[src/rtl/ram_arbiter.sv]
// Round-robin arbiter giving NUM_REQ requesters shared access to one single-port RAM.
// Each transaction takes four cycles: IDLE (arbitrate), ACCESS, WAIT, RESP.
module ram_arbiter #(
  parameter int NUM_REQ    = 4,
  parameter int WIDTH      = 12,
  parameter int DEPTH      = 8,
  parameter int ADDR_WIDTH = $clog2(DEPTH)
) (
  input  logic                          clk,
  input  logic                          rstN,
  input  logic [NUM_REQ-1:0]            req,
  input  logic [NUM_REQ-1:0]            req_wrEn,
  input  logic [NUM_REQ*ADDR_WIDTH-1:0] req_addr,
  input  logic [NUM_REQ*WIDTH-1:0]      req_dataIn,
  output logic [NUM_REQ-1:0]            grant,
  output logic [NUM_REQ-1:0]            done,
  output logic [WIDTH-1:0]              rdData,
  output logic                          busy,
  output logic                          mem_wrEn,
  output logic [ADDR_WIDTH-1:0]         mem_addr,
  output logic [WIDTH-1:0]              mem_dataIn,
  input  logic [WIDTH-1:0]              mem_dataOut
);

  localparam int PW = (NUM_REQ > 1) ? $clog2(NUM_REQ) : 1;

  typedef enum logic [1:0] {
    IDLE,
    ACCESS,
    WAIT,
    RESP
  } state_t;

  state_t                r_state;
  logic [PW-1:0]         r_ptr;
  logic [PW-1:0]         r_owner;
  logic                  r_isWrite;

  logic [PW-1:0]         w_winner;
  logic [PW-1:0]         w_idx;
  logic                  w_found;
  logic [ADDR_WIDTH-1:0] w_addrArr [NUM_REQ];
  logic [WIDTH-1:0]      w_dataArr [NUM_REQ];

  for (genvar g = 0; g < NUM_REQ; g++) begin : g_unpack
    assign w_addrArr[g] = req_addr[g*ADDR_WIDTH +: ADDR_WIDTH];
    assign w_dataArr[g] = req_dataIn[g*WIDTH +: WIDTH];
  end

  // First requesting index at or above r_ptr, wrapping past NUM_REQ-1.
  always_comb begin
    w_found  = 1'b0;
    w_winner = '0;
    w_idx    = '0;
    for (int unsigned i = 0; i < NUM_REQ; i++) begin
      w_idx = PW'((32'(r_ptr) + i) % NUM_REQ);
      if (!w_found && req[w_idx]) begin
        w_found  = 1'b1;
        w_winner = w_idx;
      end
    end
  end

  always_ff @(posedge clk or negedge rstN) begin
    if (!rstN) begin
      r_state    <= IDLE;
      r_ptr      <= '0;
      r_owner    <= '0;
      r_isWrite  <= 1'b0;
      grant      <= '0;
      done       <= '0;
      busy       <= 1'b0;
      rdData     <= '0;
      mem_wrEn   <= 1'b0;
      mem_addr   <= '0;
      mem_dataIn <= '0;
    end else begin
      case (r_state)
        IDLE: begin
          if (w_found) begin
            r_owner    <= w_winner;
            r_isWrite  <= req_wrEn[w_winner];
            mem_wrEn   <= req_wrEn[w_winner];
            mem_addr   <= w_addrArr[w_winner];
            mem_dataIn <= w_dataArr[w_winner];
            grant      <= NUM_REQ'(1) << w_winner;
            busy       <= 1'b1;
            r_state    <= ACCESS;
          end
        end
        ACCESS: begin
          mem_wrEn <= 1'b0;
          r_state  <= WAIT;
        end
        WAIT: begin
          // RAM read data is valid here, one cycle after mem_addr was applied.
          if (!r_isWrite) begin
            rdData <= mem_dataOut;
          end
          done    <= grant;
          r_state <= RESP;
        end
        RESP: begin
          done  <= '0;
          grant <= '0;
          busy  <= 1'b0;
          if (r_owner == PW'(NUM_REQ - 1)) begin
            r_ptr <= '0;
          end else begin
            r_ptr <= r_owner + 1'b1;
          end
          r_state <= IDLE;
        end
        default: r_state <= IDLE;
      endcase
    end
  end

endmodule
[config.mk]
export PLATFORM = sky130hd
export DESIGN_NAME = ram_arbiter
export DESIGN_NICKNAME = d
export VERILOG_FILES = /design/src/rtl/ram_arbiter.sv
export SDC_FILE = /design/constraint.sdc
export NUM_CORES = 1
export LEC_CHECK = 0
export CORE_ASPECT_RATIO = 1.75
export CORE_MARGIN = 2
export CORE_UTILIZATION = 43
export DETAILED_ROUTE_END_ITERATION = 10
export HOLD_SLACK_MARGIN = 0.15
export PLACE_DENSITY = 0.85
export SLEW_MARGIN = 15
export SYNTH_ARGS = -nofsm -noshare
export SYNTH_HDL_FRONTEND = slang
export SYNTH_SLANG_ARGS = --single-unit
[constraint.sdc]
create_clock -name clk -period 3.75 [get_ports clk]
set_input_delay 0.75 -clock clk [delete_from_list [all_inputs] [get_ports clk]]
set_output_delay 0.75 -clock clk [all_outputs]
set_load 0.01 [all_outputs]
# Word level (Yosys, flattened, before mapping)
# Cells that the tools add are included.
[op_classes] addsub=4 n_lt_le_gt_ge=6 n_eq_ne=5 n_shift=1 muxes=34 bitwise=2 reduce_logical=14
[op_table] cell="$bmux 12 s2" n=1
[op_table] cell="$mux 12" n=2
[op_table] cell="$pmux 4 s2" n=2
[op_table] cell="$lt 2x3->1 const B" n=5
[op_table] cell="$mux 2" n=6
[op_table] cell="$mux 1" n=11
[op_table] cell="$bmux 1 s2" n=5
[op_table] cell="$pmux 2 s4" n=1
[op_table] cell="$reduce_and 2->1" n=4
[op_table] cell="$bmux 3 s2" n=1
[op_table] cell="$eq 2x2->1 const B" n=3
[op_table] cell="$mux 3" n=2
[op_table] cell="$reduce_bool 2->1" n=3
[op_table] cell="$add 2x1->2 const B" n=2
[op_table] cell="$add 2x2->2 const B" n=2
[op_table] cell="$mux 4" n=1
[op_table] cell="$pmux 1 s2" n=2
[op_table] cell="$shl 1x2->4 const A" n=1
[op_table] cell="$ge 3x3->1 const B" n=1
[op_table] cell="$logic_and 1x1->1" n=3
[op_table] cell="$logic_not 1->1" n=3
[op_table] cell="$not 2->3" n=1
[op_table] cell="$eq 2x1->1 const B" n=1
[op_table] cell="$logic_not 2->1" n=1
[op_table] cell="other kinds (2)" n=2
[word_totals] regBits=44 inputBits=82 output_inout_bits=37 elab_cells=77

# Longest topological paths before layout
[logic_depth] depth_word=16 depth_mapped=8 ltp_nobuf=7

# Least setup slack after synthesis
# No wires, ideal clock.
[synth_timing] path_kind="input to register" from="input port req[1]" to="register mem_wrEn" setup_time_ns=0.125 arrival_ns=1.885 required_time_ns=3.625 path_slack_ns=1.740 stages=6 path_buffers=0 cell_sequence="nand2b_1 a21o_1 a31oi_2 mux2_2 a2bb2oi_1 o21ai_1"
[synth_between] elab_chain_cells=16 elab_cells_between_ends=28 classes_between="eq/ne: 1; mux: 20; reduce/logical: 7"
[synth_rtl] element="start, declared" line_no="11" rtl="input logic [NUM_REQ-1:0] req,"
[synth_rtl] element="$bmux 1 s2" line_no="57" rtl="if (!w_found && req[w_idx]) begin"
[synth_rtl] element="$mux 1 (implied by the code)" line_no="57"
[synth_rtl] element="$mux 1" line_no="57"
[synth_rtl] element="$logic_not 1->1" line_no="57"
[synth_rtl] element="$logic_and 1x1->1" line_no="57"
[synth_rtl] element="$mux 1" line_no="57"
[synth_rtl] element="$logic_not 1->1" line_no="57"
[synth_rtl] element="$logic_and 1x1->1" line_no="57"
[synth_rtl] element="$mux 1" line_no="57"
[synth_rtl] element="$logic_not 1->1" line_no="57"
[synth_rtl] element="$logic_and 1x1->1" line_no="57"
[synth_rtl] element="$mux 2" line_no="57"
[synth_rtl] element="$bmux 1 s2" line_no="83" rtl="mem_wrEn <= req_wrEn[w_winner];"
[synth_rtl] element="$mux 1 (implied by the code)" line_no="83"
[synth_rtl] element="$mux 1" line_no="80" rtl="if (w_found) begin"
[synth_rtl] element="$pmux 1 s2" line_no="78" rtl="case (r_state)"
[synth_rtl] element="end signal, assigned" line_no="83"
[synth_rtl] element="end, declared" line_no="19" rtl="output logic mem_wrEn,"
# Parallel ways exist; a longest one is shown, timed or not. The select of a mux whose other input is x is not followed.
# A chain may end at the register's enable or synchronous reset.

# Final worst setup path
[layout_timing] from="input port req[2]" to="register mem_dataIn[9]"
[layout_between] elab_chain_cells=16 elab_cells_between_ends=27 classes_between="mux: 19; bitwise: 1; reduce/logical: 7"
[layout_rtl] element="$bmux 1 s2" line_no="57"
[layout_rtl] element="$mux 1 (implied by the code)" line_no="57"
[layout_rtl] element="$mux 1" line_no="57"
[layout_rtl] element="$logic_not 1->1" line_no="57"
[layout_rtl] element="$logic_and 1x1->1" line_no="57"
[layout_rtl] element="$mux 1" line_no="57"
[layout_rtl] element="$logic_not 1->1" line_no="57"
[layout_rtl] element="$logic_and 1x1->1" line_no="57"
[layout_rtl] element="$mux 1" line_no="57"
[layout_rtl] element="$logic_not 1->1" line_no="57"
[layout_rtl] element="$logic_and 1x1->1" line_no="57"
[layout_rtl] element="$mux 2" line_no="57"
[layout_rtl] element="$not 2->3 (implied by the code)" line_no="85" rtl="mem_dataIn <= w_dataArr[w_winner];"
[layout_rtl] element="$bmux 12 s2" line_no="85"
[layout_rtl] element="$mux 12 (implied by the code) (2 in a row)" line_no="85"
[layout_rtl] element="end signal, assigned" line_no="85"
[layout_rtl] element="end, declared" line_no="21" rtl="output logic [WIDTH-1:0] mem_dataIn,"
# Parallel ways exist; a longest one is shown, timed or not. The select of a mux whose other input is x is not followed.

==> impl_metrics.env <==
export IMPL_status="completed"
export IMPL_synth_simple_gate_area_share_pct=9.16
export IMPL_antenna_cells=0
export IMPL_grt_pass1_vias=2130
export IMPL_finalCriticalPeriod_ns=2.44
export IMPL_max_stage_delay_ns=0.59
export IMPL_yosys_warnings=0
export IMPL_crit_chain="clkdlybuf4s50_1 -> nand2b_1 -> a21o_1 -> a31oi_2 -> nand2_1 -> o221ai_1"
export IMPL_rows=35
export IMPL_grt_max_degree=45
export IMPL_skew_ns=0.00796
export IMPL_worst_slew_pin_slew_ns=1.05
export IMPL_routedWlPerCell_um=16.2
export IMPL_cts_path_max_buffers=2
export IMPL_synth_compound_area_share_pct=18.5
export IMPL_maxCapViolations=0
export IMPL_worst_r2r_cell_count=4
export IMPL_gp_congestion=0.882
export IMPL_worstSetupPathType="input pin to flop"
export IMPL_syn_nets=300
export IMPL_clkTransAtPathRegs_ns=0.08
export IMPL_hold_end="mem_dataIn[0]"
export IMPL_cts_root_buf="clkbuf_8"
export IMPL_slowest_stage="clkdlybuf4s50_1"
export IMPL_clock_sinks=44
export IMPL_io_pins=119
export IMPL_timing_rr_start="r_state[0]"
export IMPL_relSlewSlack_pct=30.2
export IMPL_cts_resized=0
export IMPL_syn_to_final_growth_pct=52.9
export IMPL_track_usage_pct=21.7
export IMPL_postCtsSetupBuffers=0
export IMPL_crit_buf_inv=1
export IMPL_path_delay_family="compound AO/OA/AOI/OAI gates"
export IMPL_critPathArrivalTime_ns=2.63
export IMPL_critical_path_reg2reg_endpoint="rdData[10]"
export IMPL_fmax_mhz=411
export IMPL_cp_max_fo=16
export IMPL_vias=2082
export IMPL_startpoint_type="input pin"
export IMPL_synth_cell_types=35
export IMPL_drt_pass1_iter_count=4
export IMPL_cts_tree="done"
export IMPL_rrSetupSlack_ns=1.44
export IMPL_required_ns=3.94
export IMPL_timing_setup_tns_ns=0
export IMPL_die_area_um2=6130
export IMPL_die_w_um=60.0
export IMPL_p_per_area_nw_per_um2=719
export IMPL_drive_above_1_share_pct=9.48
export IMPL_syn_cell_area_um2=2360
export IMPL_drc=0
export IMPL_fin_nets=414
export IMPL_initial_core_util_pct=44.6
export IMPL_leakage_nw=1.53
export IMPL_setup_violations=0
export IMPL_postRouteWirelength_mm=6.49
export IMPL_min_delay_start="mem_dataIn[0]"
export IMPL_irDropWorstVdd_mv=0.372
export IMPL_yosys_area_share_xor_xnor_pct=0
export IMPL_vias_per_cell=5.19
export IMPL_whs_path_depth=2
export IMPL_core_area_um2=5300
export IMPL_n_fill_cell=437
export IMPL_endpoint_kind="flop"
export IMPL_portBuffers=118
export IMPL_grt_antenna_before_repair=0
export IMPL_rsz0062_at_grt="no"
export IMPL_overflow=0
export IMPL_hp_class="flop to flop"
export IMPL_avgSynthCellArea_um2=11.1
export IMPL_post_place_ws_ns=1.01
export IMPL_fp_dieH_um=102
export IMPL_finalCritPeriodShare_pct=65.0
export IMPL_drtAntennaViolNets=0
export IMPL_grt_pass1_wl_mm=10.1
export IMPL_cts_hold_buf=0
export IMPL_synth_top_family_by_area="compound AO/OA/AOI/OAI gates"
export IMPL_hold_viol_final=0
export IMPL_synth_seq_area_share_pct=46.6
export IMPL_ys_ff_latch=44
export IMPL_layout_setup_ws_ns=1.31
export IMPL_synth_mux_area_share_pct=15.6
export IMPL_synthAdderAreaFrac_pct=3.18
export IMPL_drv_slew=0
export IMPL_drt_initial_drc_count=114
export IMPL_cts_buffers=5
export IMPL_h_tree_depth=2
export IMPL_synthCells=212
export IMPL_detailed_place_hpwl_mm=5.00
export IMPL_clk_latency_ns=0.29
==> state kept, by name, summed over array words and instances (netlist names) <==
register and count:
busy 1, done 4, r_state 2, grant 4, rdData 12, mem_dataIn 12, mem_addr 3, r_ptr 2
r_isWrite 1, r_owner 2, mem_wrEn 1
==> how the worst max path moves through the flow <==
stage	depth (start not counted)	end	start	slack, ns
final	6	mem_dataIn[9]	req[2]	1.31
after global routing	6	mem_dataIn[9]	req[2]	1.15
after CTS	6	mem_dataIn[9]	req[2]	1.33
after detailed placement	6	mem_dataIn[9]	req[2]	1.01
after global placement	6	mem_dataIn[10]	req[2]	1.08
after floorplan	6	mem_wrEn	req[1]	1.74
==> placed cells by master, fill, tap and decap left out, types with 2 or more instances in the layout <==
| cell | count |
|---|---|
| a21oi_1 | 8 |
| a22oi_1 | 16 |
| and3_1 | 2 |
| clkbuf_8 | 5 |
| clkdlybuf4s50_1 | 117 |
| dfrtp_1 | 44 |
| ha_1 | 6 |
| inv_1 | 8 |
| mux2_2 | 14 |
| mux2i_1 | 21 |
| nand2_1 | 31 |
| nor2_1 | 11 |
| o21ai_0 | 6 |
| o21ai_1 | 3 |
| o221ai_1 | 15 |
==> layout make-up <==
cell class              instances  area [µm²]  share of cell area [%]
inverters                       8        30.0                   0.832
repair buffers                119        1180                    32.8
flip-flops and latches         44        1100                    30.5
multi-input cells             148        1100                    30.4
clock inverters                 2        35.0                   0.970
well taps                      74        92.6                    2.56
clock buffers                   6        72.6                    2.01
==> cells in the mapped netlist (all sizes together) <==
cell,instances,area (µm²)
nand2b,3,28.8
a22oi,16,120
mux2,14,158
clkbuf,7,76.3
a221oi,1,26.3
inv,8,30.0
nor3,1,5.00
o221ai,15,131
a31oi,2,18.8
o21ai,10,53.8
dfrtp,44,1100
a2bb2oi,1,8.76
and3,2,12.5
buf,5,58.8
mux2i,21,210
nor2b,1,6.26
o22ai,2,18.8
a21o,1,7.51
nand2,32,123
ha,6,75.1
o221a,1,11.3
nor2,11,41.3
a21oi,8,40.0
==> worst register-to-register path, cell delays in order (launching register included) <==
cell and delay, ns:
dfrtp_1 0.41, inv_1 0.13, ha_1 0.37, nor2b_1 0.87, mux2_2 0.43
==> per-layer routing <==
metal  wire [µm]  part of all wire [%]  up-vias  global-route usage [%]
met2        3590                    55       74                    37.9
met1        2430                    37      999                    26.0
met3         348                   5.4        9                    3.67
met4         116                   1.8        0                    7.86
li1            -                     -     1000                       -
met5           0                     0        -                       0
==> cells by family after synthesis <==
| logic type | count (synthesis) |
|---|---|
| buffers and inverters | 20 |
| muxes | 35 |
| DFF | 44 |
| adders and majority gates | 6 |
| and+or+nand+nor | 50 |
| AOI/OAI and AO/OA | 57 |
==> through the flow <==
stage	utilization, %	power (mW)	cells	area [µm²]	hold slack (ns)
after floorplan	-	1.71	212	2360	0.445
after global routing	68.1	2.79	401	3610	0.520
after CTS	68.1	2.62	401	3610	0.493
after detailed placement	66.1	2.26	393	3500	0.472
final	68.1	2.59	401	3610	0.489
after global placement	66.1	2.21	393	3500	0.467
==> report_power, final <==
| part | switching, mW | internal (mW) | total (mW) |
|---|---|---|---|
| logic | 0.633 | 0.747 | 1.38 |
| clock network | 0.157 | 0.198 | 0.355 |
| registers | 0.151 | 0.709 | 0.860 |
| total | 0.942 | 1.65 | 2.59 |
(Power assumes the default switching activity.)
==> RTL edit, RTL diff (config.mk and constraints unchanged) <==
Set the parameter `DEPTH` to 16 (it was 8).
--- a/src/rtl/ram_arbiter.sv
+++ b/src/rtl/ram_arbiter.sv
@@ -3,7 +3,7 @@
 module ram_arbiter #(
   parameter int NUM_REQ    = 4,
   parameter int WIDTH      = 12,
-  parameter int DEPTH      = 8,
+  parameter int DEPTH      = 16,
   parameter int ADDR_WIDTH = $clog2(DEPTH)
 ) (
   input  logic                          clk,
Interface: changed (resized mem_addr and req_addr); port bits go from 119 to 124. No check against the original RTL was run, so the function may have changed too.
==> RTL edit against the unedited design <==
- global-route usage up 1.0 points
- die area rose by 3.3%
- setup slack lost 0.041 ns
- clock power shrank 21%
- area after synthesis up 3.4%
- clock skew decreased by 0.0015 ns
- routed wire length up 7.8%
- worst hold slack improved by 0.0097 ns
- total power grew 3.2%
- count of clock-buffer cells in the layout decreased by 1
- sequential cell count is 1 higher
- design area is 4.5% higher
==> RTL edit: results (changes against the unedited design) <==
<table>
<tr><th>Metric</th><th>Value</th></tr>
<tr><th colspan="2">Global routing</th></tr>
<tr><td>First-pass GRT wire length</td><td>10800 um (was 10100 um)</td></tr>
<tr><td>Via count of the first global-routing pass</td><td>2147 (was 2130)</td></tr>
<tr><td>Combined global-route utilization of all metal layers</td><td>22.7% (was 21.7%)</td></tr>
<tr><th colspan="2">Worst setup path</th></tr>
<tr><td>Worst Path Max Fanout</td><td>17 (was 16)</td></tr>
<tr><td>Endpoint of the lowest-slack register-to-register path</td><td>rdData[4] (was rdData[10])</td></tr>
<tr><th colspan="2">Logic synthesis</th></tr>
<tr><td>Sequential fraction of the synthesis area</td><td>46.1% (was 46.6%)</td></tr>
<tr><td>Top area cells in the synthesized netlist</td><td>dfrtp_1 (46%), mux2i_1 (9.0%), o221ai_2 (6.1%), mux2_2 (6.0%), a22oi_1 (5.2%) (was dfrtp_1 (47%), mux2i_1 (8.9%), mux2_2 (6.7%), o221ai_1 (5.6%), a22oi_1 (5.1%))</td></tr>
<tr><td>Top post-synthesis cells by count</td><td>dfrtp_1 (45), nand2_1 (32), mux2i_1 (22) (was dfrtp_1 (44), nand2_1 (31), mux2i_1 (21))</td></tr>
<tr><th colspan="2">Placement</th></tr>
<tr><td>Cell area reported after detailed placement</td><td>3700 sq um (was 3500 sq um)</td></tr>
<tr><td>Pre-CTS setup slack</td><td>0.949 ns (was 1.01 ns)</td></tr>
<tr><td>Dpl hpwl</td><td>5370 um (was 5000 um)</td></tr>
<tr><td>Port Buffers</td><td>123 (was 118)</td></tr>
<tr><td>Cell count after placement</td><td>406 (was 393)</td></tr>
<tr><th colspan="2">Drt</th></tr>
<tr><td>Post-DR wirelength/cell</td><td>17.0 um (was 16.2 um)</td></tr>
<tr><td>Routed vias/inst</td><td>5.29 (was 5.19)</td></tr>
<tr><td>Iteration-0 DRC count of the detailed router</td><td>110 (was 114)</td></tr>
<tr><td>Routed vias</td><td>2179 (was 2082)</td></tr>
<tr><th colspan="2">STA</th></tr>
<tr><td>Setup skew after layout</td><td>0.00645 ns (was 0.00796 ns)</td></tr>
<tr><td>Final-layout worst hold slack</td><td>0.498 ns (was 0.489 ns)</td></tr>
<tr><th colspan="2">Power</th></tr>
<tr><td>Worst vdd ir</td><td>0.356 mV (was 0.372 mV)</td></tr>
<tr><th colspan="2">Final layout</th></tr>
<tr><td>Filler Cells Inserted</td><td>431 (was 437)</td></tr>
<tr><td>Number of nets in the final layout</td><td>429 (was 414)</td></tr>
<tr><th colspan="2">Outcome</th></tr>
<tr><td>Run status</td><td>finished, final reports clean (unchanged)</td></tr>
<tr><th colspan="2">Worst hold path</th></tr>
<tr><td>Worst Hold Path EP</td><td>mem_dataIn[3] (was mem_dataIn[0])</td></tr>
<tr><td>Min-Delay Startpoint</td><td>mem_dataIn[3] (was mem_dataIn[0])</td></tr>
</table>
RTL edit: cell types whose count changed after synthesis, moves of 5 or more:
cell	before	now
o221ai_1	15	6
o221ai_2	0	10
clkbuf_8	5	0
buf_2	1	8
RTL edit: power breakdown:
group | switching [mW] | internal, mW | total, mW
Clock | 0.157 | 0.123 | 0.280
Combinational | 0.705 | 0.807 | 1.51
Sequential | 0.161 | 0.725 | 0.885
RTL edit: area by class of cell:
cell class                      instances  area [sq um]  share of cell area (%)
Multi-Input combinational cell        152          1210                    32.0
Clock inverter                          1          5.00                   0.133
Tap cell                               76          95.1                    2.52
Sequential cell                        45          1130                    29.8
Clock buffer                            5          68.8                    1.82
Inverter                                8          30.0                   0.795
Timing Repair Buffer                  125          1240                    32.9
RTL edit: critical path, cell delays in order:
cell             delay (ns)
clkdlybuf4s50_1        0.51
nor2_1                 0.26
a31oi_1                0.10
o22ai_2                0.63
a22oi_1                0.23
o221ai_2               0.20
RTL edit: kinds of logic after synthesis:
family	count (synthesis)	synth area share, %
compound gates	59	21.1
simple gates	51	9.32
flops	45	46.1
mux	36	15.5
buf+inv	22	4.92
fa+ha+maj	6	3.07
RTL edit: routing by layer:
metal	vias up	wire length, um	global-route usage [%]	share of wire (%)
met4	0	150	7.45	2.1
met2	67	4020	41.8	57
met3	11	319	3.62	4.6
met1	1071	2500	24.8	36
li1	1030	-	-	-
met5	-	0	0	0
RTL edit: worst max path at each step:
stage / cells after the start / end / slack (ns) / start
after floorplan: 6 / mem_wrEn / 1.74 / req[1]
after global placement: 6 / mem_dataIn[9] / 1.04 / req[2]
after detailed placement: 6 / mem_dataIn[8] / 0.95 / req[2]
after CTS: 6 / mem_dataIn[8] / 1.26 / req[2]
after global routing: 6 / mem_dataIn[3] / 1.09 / req[2]
final: 6 / mem_dataIn[8] / 1.27 / req[2]
